<file path="src/rtl/radix4_mult_sequencer.sv">
// Operand sequencer for a radix-4 online multiplier: feeds digit pairs MSD first,
// then collects no_of_digits+1 product digits from the multiplier output stream.
module radix4_mult_sequencer #(
  parameter int no_of_digits = 4,
  parameter int radix_bits   = 3,
  parameter int delta        = 2
) (
  input  logic                                  clk,
  input  logic                                  rst,
  input  logic                                  in_valid,
  output logic                                  in_ready,
  input  logic [no_of_digits*radix_bits-1:0]    din1,
  input  logic [no_of_digits*radix_bits-1:0]    din2,
  output logic [radix_bits-1:0]                 x,
  output logic [radix_bits-1:0]                 y,
  input  logic [radix_bits-1:0]                 z,
  output logic                                  mul_clear,
  output logic                                  full_result_sel,
  output logic                                  out_valid,
  input  logic                                  out_ready,
  output logic [(no_of_digits+1)*radix_bits-1:0] dout
);

  localparam int OpW     = no_of_digits * radix_bits;
  localparam int DoutW   = (no_of_digits + 1) * radix_bits;
  localparam int RunLen  = no_of_digits + delta;
  localparam int CntW    = (RunLen > 1) ? $clog2(RunLen) : 1;
  localparam logic [CntW-1:0] LastCnt  = CntW'(RunLen - 1);
  localparam logic [CntW-1:0] CapStart = CntW'(delta - 1);

  typedef enum logic [1:0] {IDLE, CLEAR, RUN, DONE} state_t;

  state_t            state_q, state_d;
  logic [CntW-1:0]   cnt_q, cnt_d;
  logic [OpW-1:0]    opa_q, opa_d;
  logic [OpW-1:0]    opb_q, opb_d;
  logic [radix_bits-1:0] x_q, x_d;
  logic [radix_bits-1:0] y_q, y_d;
  logic              clr_q, clr_d;
  logic [DoutW-1:0]  dout_q, dout_d;

  always_ff @(posedge clk or posedge rst) begin
    if (rst) begin
      state_q <= IDLE;
      cnt_q   <= '0;
      opa_q   <= '0;
      opb_q   <= '0;
      x_q     <= '0;
      y_q     <= '0;
      clr_q   <= 1'b0;
      dout_q  <= '0;
    end else begin
      state_q <= state_d;
      cnt_q   <= cnt_d;
      opa_q   <= opa_d;
      opb_q   <= opb_d;
      x_q     <= x_d;
      y_q     <= y_d;
      clr_q   <= clr_d;
      dout_q  <= dout_d;
    end
  end

  always_comb begin
    state_d = state_q;
    cnt_d   = cnt_q;
    opa_d   = opa_q;
    opb_d   = opb_q;
    dout_d  = dout_q;
    x_d     = '0;
    y_d     = '0;
    clr_d   = 1'b0;

    case (state_q)
      IDLE: begin
        if (in_valid) begin
          opa_d   = din1;
          opb_d   = din2;
          dout_d  = '0;
          clr_d   = 1'b1;
          state_d = CLEAR;
        end
      end
      CLEAR: begin
        cnt_d   = '0;
        state_d = RUN;
      end
      RUN: begin
        // The multiplier's first delta-1 outputs are pipeline fill, not product digits
        if (cnt_q >= CapStart) begin
          dout_d = {dout_q[DoutW-radix_bits-1:0], z};
        end
        if (cnt_q == LastCnt) begin
          cnt_d   = '0;
          state_d = DONE;
        end else begin
          cnt_d = cnt_q + CntW'(1);
        end
      end
      DONE: begin
        if (out_ready) begin
          state_d = IDLE;
        end
      end
      default: state_d = IDLE;
    endcase

    // Digits are registered, so select the one for the cycle about to start
    if (state_d == RUN) begin
      for (int i = 0; i < no_of_digits; i++) begin
        if (cnt_d == CntW'(i)) begin
          x_d = opa_q[(no_of_digits-1-i)*radix_bits +: radix_bits];
          y_d = opb_q[(no_of_digits-1-i)*radix_bits +: radix_bits];
        end
      end
    end
  end

  assign in_ready        = (state_q == IDLE);
  assign out_valid       = (state_q == DONE);
  assign full_result_sel = 1'b1;
  assign x               = x_q;
  assign y               = y_q;
  assign mul_clear       = clr_q;
  assign dout            = dout_q;

endmodule

</file>
<file path="config.mk">
export PLATFORM = sky130hd
export DESIGN_NAME = radix4_mult_sequencer
export DESIGN_NICKNAME = d
export VERILOG_FILES = /design/src/rtl/radix4_mult_sequencer.sv
export SDC_FILE = /design/constraint.sdc
export NUM_CORES = 1
export LEC_CHECK = 0
export ABC_AREA = 1
export BUFFER_PORTS_ARGS = -buffer_cell sky130_fd_sc_hd__buf_2
export CAP_MARGIN = 40
export CORE_MARGIN = 8
export CORE_UTILIZATION = 53
export CTS_CLUSTER_SIZE = 16
export DETAILED_ROUTE_END_ITERATION = 12
export PLACE_DENSITY = 0.81
export SYNTH_ARGS = -nofsm -noshare
export SYNTH_HDL_FRONTEND = slang
export SYNTH_SLANG_ARGS = --single-unit
</file>
<file path="constraint.sdc">
create_clock -name clk -period 2.1 [get_ports clk]
set_input_delay 0.105 -clock clk [delete_from_list [all_inputs] [get_ports clk]]
set_output_delay 0.105 -clock clk [all_outputs]
set_load 0.02 [all_outputs]
</file>
==> tab_implementation.tex <==
\begin{tabular}{lr}
\hline
Metric & Value \\
\hline
\multicolumn{2}{l}{\textbf{Status}} \\
Status & finished, final reports clean \\
\multicolumn{2}{l}{\textbf{Timing}} \\
Transition time of the tightest slew-check pin & 0.553 ns \\
Portion of the clock cycle consumed by the worst path in the final layout & 94.0\% \\
Clock Skews & between 0.007 and 0.008 ns \\
Setup\_tns & 0 ns \\
Final Max Slew Viols & 0 \\
RSZ-0062 raised after global routing & false \\
Worst relative slew slack & between 60\% and 70\% \\
Final Hold Fails & 0 \\
Post-layout minimum cycle time & 1.97 ns \\
Achievable frequency & between 500 and 600 MHz \\
Setup-failing EPs final & 0 \\
\multicolumn{2}{l}{\textbf{Die}} \\
Die outline height & approximately 83 µm \\
Effective utilization at floorplan & $\sim$55\% \\
Row count & 24 \\
I/O Pins & 56 \\
Horiz. Die Dim & roughly 83 µm \\
Placeable core region & approximately 4400 µm² \\
Floorplan die area & roughly 7000 µm² \\
\multicolumn{2}{l}{\textbf{Global route}} \\
Vias in the first global route & roughly 2,200 \\
Total routing resource utilization after global routing & between 10\% and 20\% \\
Largest net degree at the start of global routing & 32 \\
First-pass GRT wire length & a little under 10,000 µm \\
Final global-route overflow total & 0 \\
Initial antenna violation count & 0 \\
\multicolumn{2}{l}{\textbf{Routing}} \\
Number of detailed-routing iterations run before antenna repair & 4 \\
Count of routing violations after the opening detailed-route iteration & slightly below 80 \\
Count of nets left with antenna violations after detail routing & 0 \\
Number of vias per cell after detailed routing & between 5 and 6 \\
Post-route DRC & 0 \\
Drt total wl & around 5700 µm \\
Via count & 2,112 \\
Detailed-route wire length per cell & roughly 14 µm \\
\multicolumn{2}{l}{\textbf{Critical path}} \\
Worst-path fanout max & 8 \\
Cell with the largest stage delay on the worst path & sky130\_fd\_sc\_hd\_\_ha\_1 \\
Stage delay of the slowest cell on the critical path & 0.42 ns \\
Nature of the critical path endpoint & flip-flop \\
Most frequent cell on the critical path & sky130\_fd\_sc\_hd\_\_nand2\_1 \\
Kind of critical path & flip-flop to flip-flop \\
Depth of the most critical reg-to-reg path & 11 \\
Dominant delay contributor by cell family on the critical path & simple AND/OR/NAND/NOR gates \\
FF-to-FF setup slack & around 0.13 ns \\
CP cell instances & inv\_1 -> ha\_1 -> nand2\_2 -> o21bai\_4 -> nand2\_2 -> nand2\_1 -> nor2\_4 -> nand2\_1 -> nand3\_1 -> nand2\_1 -> inv\_1 \\
Required time of the critical path & around 2.3 ns \\
Startpoint type of the worst setup path & flip-flop \\
Launching point of the worst reg2reg path & state\_q[0]\$\_DFF\_PP0\_ \\
Worst path buffer plus inverter count & 2 \\
Reg2reg end & x[1]\$\_DFF\_PP0\_ \\
Data arrival, critical path & around 2.2 ns \\
\multicolumn{2}{l}{\textbf{Final layout}} \\
Number of nets in the layout & 399 \\
Fill cell instance count of the final layout & 328 \\
Share of layout cells above drive strength 1 & between 20 and 25\% \\
N\_diodes & 0 \\
Layout area overhead & 27.3\% \\
\multicolumn{2}{l}{\textbf{Logic synthesis}} \\
Post-synthesis cell type count & 25 \\
Warning count from the yosys run & 0 \\
Synthesized instance count & 287 \\
Part of the Yosys area used for sequential elements & a little over half \\
Combined area of all synthesized cells & 2390 µm² \\
Mean cell area of the mapped netlist & roughly 8.3 µm² \\
Post-Syn Nets & approximately 320 \\
Yosys reg bits & 51 \\
\multicolumn{2}{l}{\textbf{CTS}} \\
Longest Clk Path Bufs & 2 \\
CTS H-tree depth & 2 \\
Root buf cell & sky130\_fd\_sc\_hd\_\_clkbuf\_8 \\
Later-pin clock latency in the skew report & 0.31 ns \\
Num Clock Sinks & slightly above 50 \\
Clock-pin transition on the worst setup and hold timing paths & $\sim$0.1 ns \\
CTS tree & yes \\
Number of buffers created by CTS & 5 \\
\multicolumn{2}{l}{\textbf{Min path}} \\
Worst min path class & input port to flip-flop \\
Start point of the worst min-delay path & din2[9] \\
Capture endpoint of the worst hold path & opb\_q[9]\$\_DFFE\_PP0P\_ \\
Worst hold stages & 3 \\
\multicolumn{2}{l}{\textbf{Pwr}} \\
Leakage & roughly 1.8 nW \\
Total Power & roughly 4.5 mW \\
Power density normalized to cell area & around 1500 nW/µm² \\
Maximum vdd ir drop & around 0.00073 V \\
\multicolumn{2}{l}{\textbf{Placement}} \\
Final HPWL DP & 3820 µm \\
Number of port buffers & 54 \\
Global placer's final weighted congestion & 0.847 \\
\multicolumn{2}{l}{\textbf{Run}} \\
Max-capacitance violation count & 0 \\
\hline
\end{tabular}
## where the power goes
| part | total [mW] | switching, mW | internal, mW |
|---|---|---|---|
| Sequential | 1.57 | 0.224 | 1.34 |
| Combinational | 2.24 | 1.49 | 0.752 |
| Clock | 0.730 | 0.338 | 0.392 |
## cells in the final DEF (no fill, tap or decap), types with 2 or more instances in the layout
cell type / count
sky130_fd_sc_hd__nand3_1: 37
sky130_fd_sc_hd__nor2_2: 2
sky130_fd_sc_hd__o21ai_0: 12
sky130_fd_sc_hd__buf_4: 9
sky130_fd_sc_hd__ha_1: 4
sky130_fd_sc_hd__nand2_2: 2
sky130_fd_sc_hd__nand2_1: 103
sky130_fd_sc_hd__dfrtp_1: 51
sky130_fd_sc_hd__inv_1: 24
sky130_fd_sc_hd__inv_2: 7
sky130_fd_sc_hd__o21ai_1: 13
sky130_fd_sc_hd__o211ai_1: 6
sky130_fd_sc_hd__buf_2: 54
sky130_fd_sc_hd__nor2_4: 2
sky130_fd_sc_hd__nor2_1: 4
sky130_fd_sc_hd__clkbuf_8: 6
sky130_fd_sc_hd__dlygate4sd3_1: 19
## layer usage
metal,part of all wire (%),up-vias,global-route usage [%]
met5,0,-,0
met4,1.1,0,4.79
met3,6.4,6,5.76
met2,51,56,27.9
met1,42,994,19.3
li1,-,1056,-
## flip-flops by register name, summed over array words and instances, names as in the netlist
register   cells
cnt_q          3
dout          15
mul_clear      1
opa_q         12
opb_q         12
state_q        2
x              3
y              3
## area by class of cell
type                    count  area, µm²  share of cell area [%]
inverters                  32        123                    4.03
repair buffers             82        528                    17.3
multi-input cells         192        931                    30.6
well taps                  52       65.1                    2.14
clock buffers               6       82.6                    2.71
flip-flops and latches     51       1280                    41.9
clock inverters             2       38.8                    1.27
## Yosys cell counts
| master | n | area share [%] |
|---|---|---|
| sky130_fd_sc_hd__o21ai_1 | 13 | 2.7 |
| sky130_fd_sc_hd__clkbuf_1 | 4 | 0.63 |
| sky130_fd_sc_hd__conb_1 | 1 | 0.16 |
| sky130_fd_sc_hd__o211ai_1 | 6 | 1.9 |
| sky130_fd_sc_hd__o21bai_4 | 1 | 0.79 |
| sky130_fd_sc_hd__nor2_4 | 1 | 0.47 |
| sky130_fd_sc_hd__dfrtp_1 | 51 | 53 |
| sky130_fd_sc_hd__nand2_2 | 3 | 0.79 |
| sky130_fd_sc_hd__buf_6 | 2 | 0.94 |
| sky130_fd_sc_hd__or2_1 | 1 | 0.26 |
| sky130_fd_sc_hd__inv_2 | 6 | 0.94 |
| sky130_fd_sc_hd__nand3_1 | 37 | 7.7 |
| sky130_fd_sc_hd__buf_2 | 3 | 0.63 |
| sky130_fd_sc_hd__o21ai_0 | 12 | 2.5 |
| sky130_fd_sc_hd__nand2_1 | 103 | 16 |
| sky130_fd_sc_hd__inv_1 | 25 | 3.9 |
| sky130_fd_sc_hd__nor2_1 | 4 | 0.63 |
| sky130_fd_sc_hd__inv_4 | 1 | 0.26 |
| sky130_fd_sc_hd__buf_4 | 2 | 0.63 |
| sky130_fd_sc_hd__ha_1 | 4 | 2.1 |
| sky130_fd_sc_hd__nor2_2 | 3 | 0.79 |
| sky130_fd_sc_hd__nor3_2 | 1 | 0.42 |
| sky130_fd_sc_hd__nand3_2 | 1 | 0.42 |
| sky130_fd_sc_hd__o21ai_4 | 1 | 0.68 |
| sky130_fd_sc_hd__buf_1 | 1 | 0.16 |
## through the flow
step	util [%]	cell area, µm²	cells	hold WS (ns)	worst slack (ns)
floorplan	-	2390	287	0.215	0.378
global placement	62.2	2710	388	0.103	0.219
detailed placement	62.2	2710	388	0.0959	0.142
CTS	69.3	3020	415	0.00323	0.0734
global route	69.9	3040	417	0.0000332	0.0173
finish	69.9	3040	417	0.00354	0.126
## timing repair
item / 4_1_cts / 5_1_grt
hold buffers: 19 / 0
setup endpoints to repair: 0 / 5
buffers inserted: 0 / 2
resized for setup: 0 / 2
hold endpoints to repair: 34 / 0
## worst max path at each step
stage               slack, ns                 start  cells past startpoint                   to
floorplan                0.38  state_q[0]$_DFF_PP0_                      7  dout[0]$_DFFE_PP0P_
global placement         0.22  state_q[0]$_DFF_PP0_                     11       y[2]$_DFF_PP0_
detailed placement       0.14  state_q[0]$_DFF_PP0_                     11       x[1]$_DFF_PP0_
CTS                      0.07  state_q[0]$_DFF_PP0_                     11       x[1]$_DFF_PP0_
global route             0.02  state_q[0]$_DFF_PP0_                     11       x[1]$_DFF_PP0_
finish                   0.13  state_q[0]$_DFF_PP0_                     11       x[1]$_DFF_PP0_
## worst reg2reg max path: cells and delay by family, from the launching register on
kind,cells,cell delay [ns]
simple gates,7,0.67
fa+ha+maj,1,0.42
compound gates,1,0.20
buf+inv,2,0.16
flops,1,0.41
## cell families (layout without fill, tap and decap cells)
logic type	count (synthesis)	count (layout)	synth area share, %
adder cells (fa/ha/maj)	4	4	2.09
AO/OA/AOI/OAI	33	33	8.58
AND/OR/NAND/NOR	154	154	27.7
other	1	1	0.157
flip-flops	51	51	53.4
buffers and inverters	44	122	8.11
No activity file was read; power rests on OpenSTA's default activity.
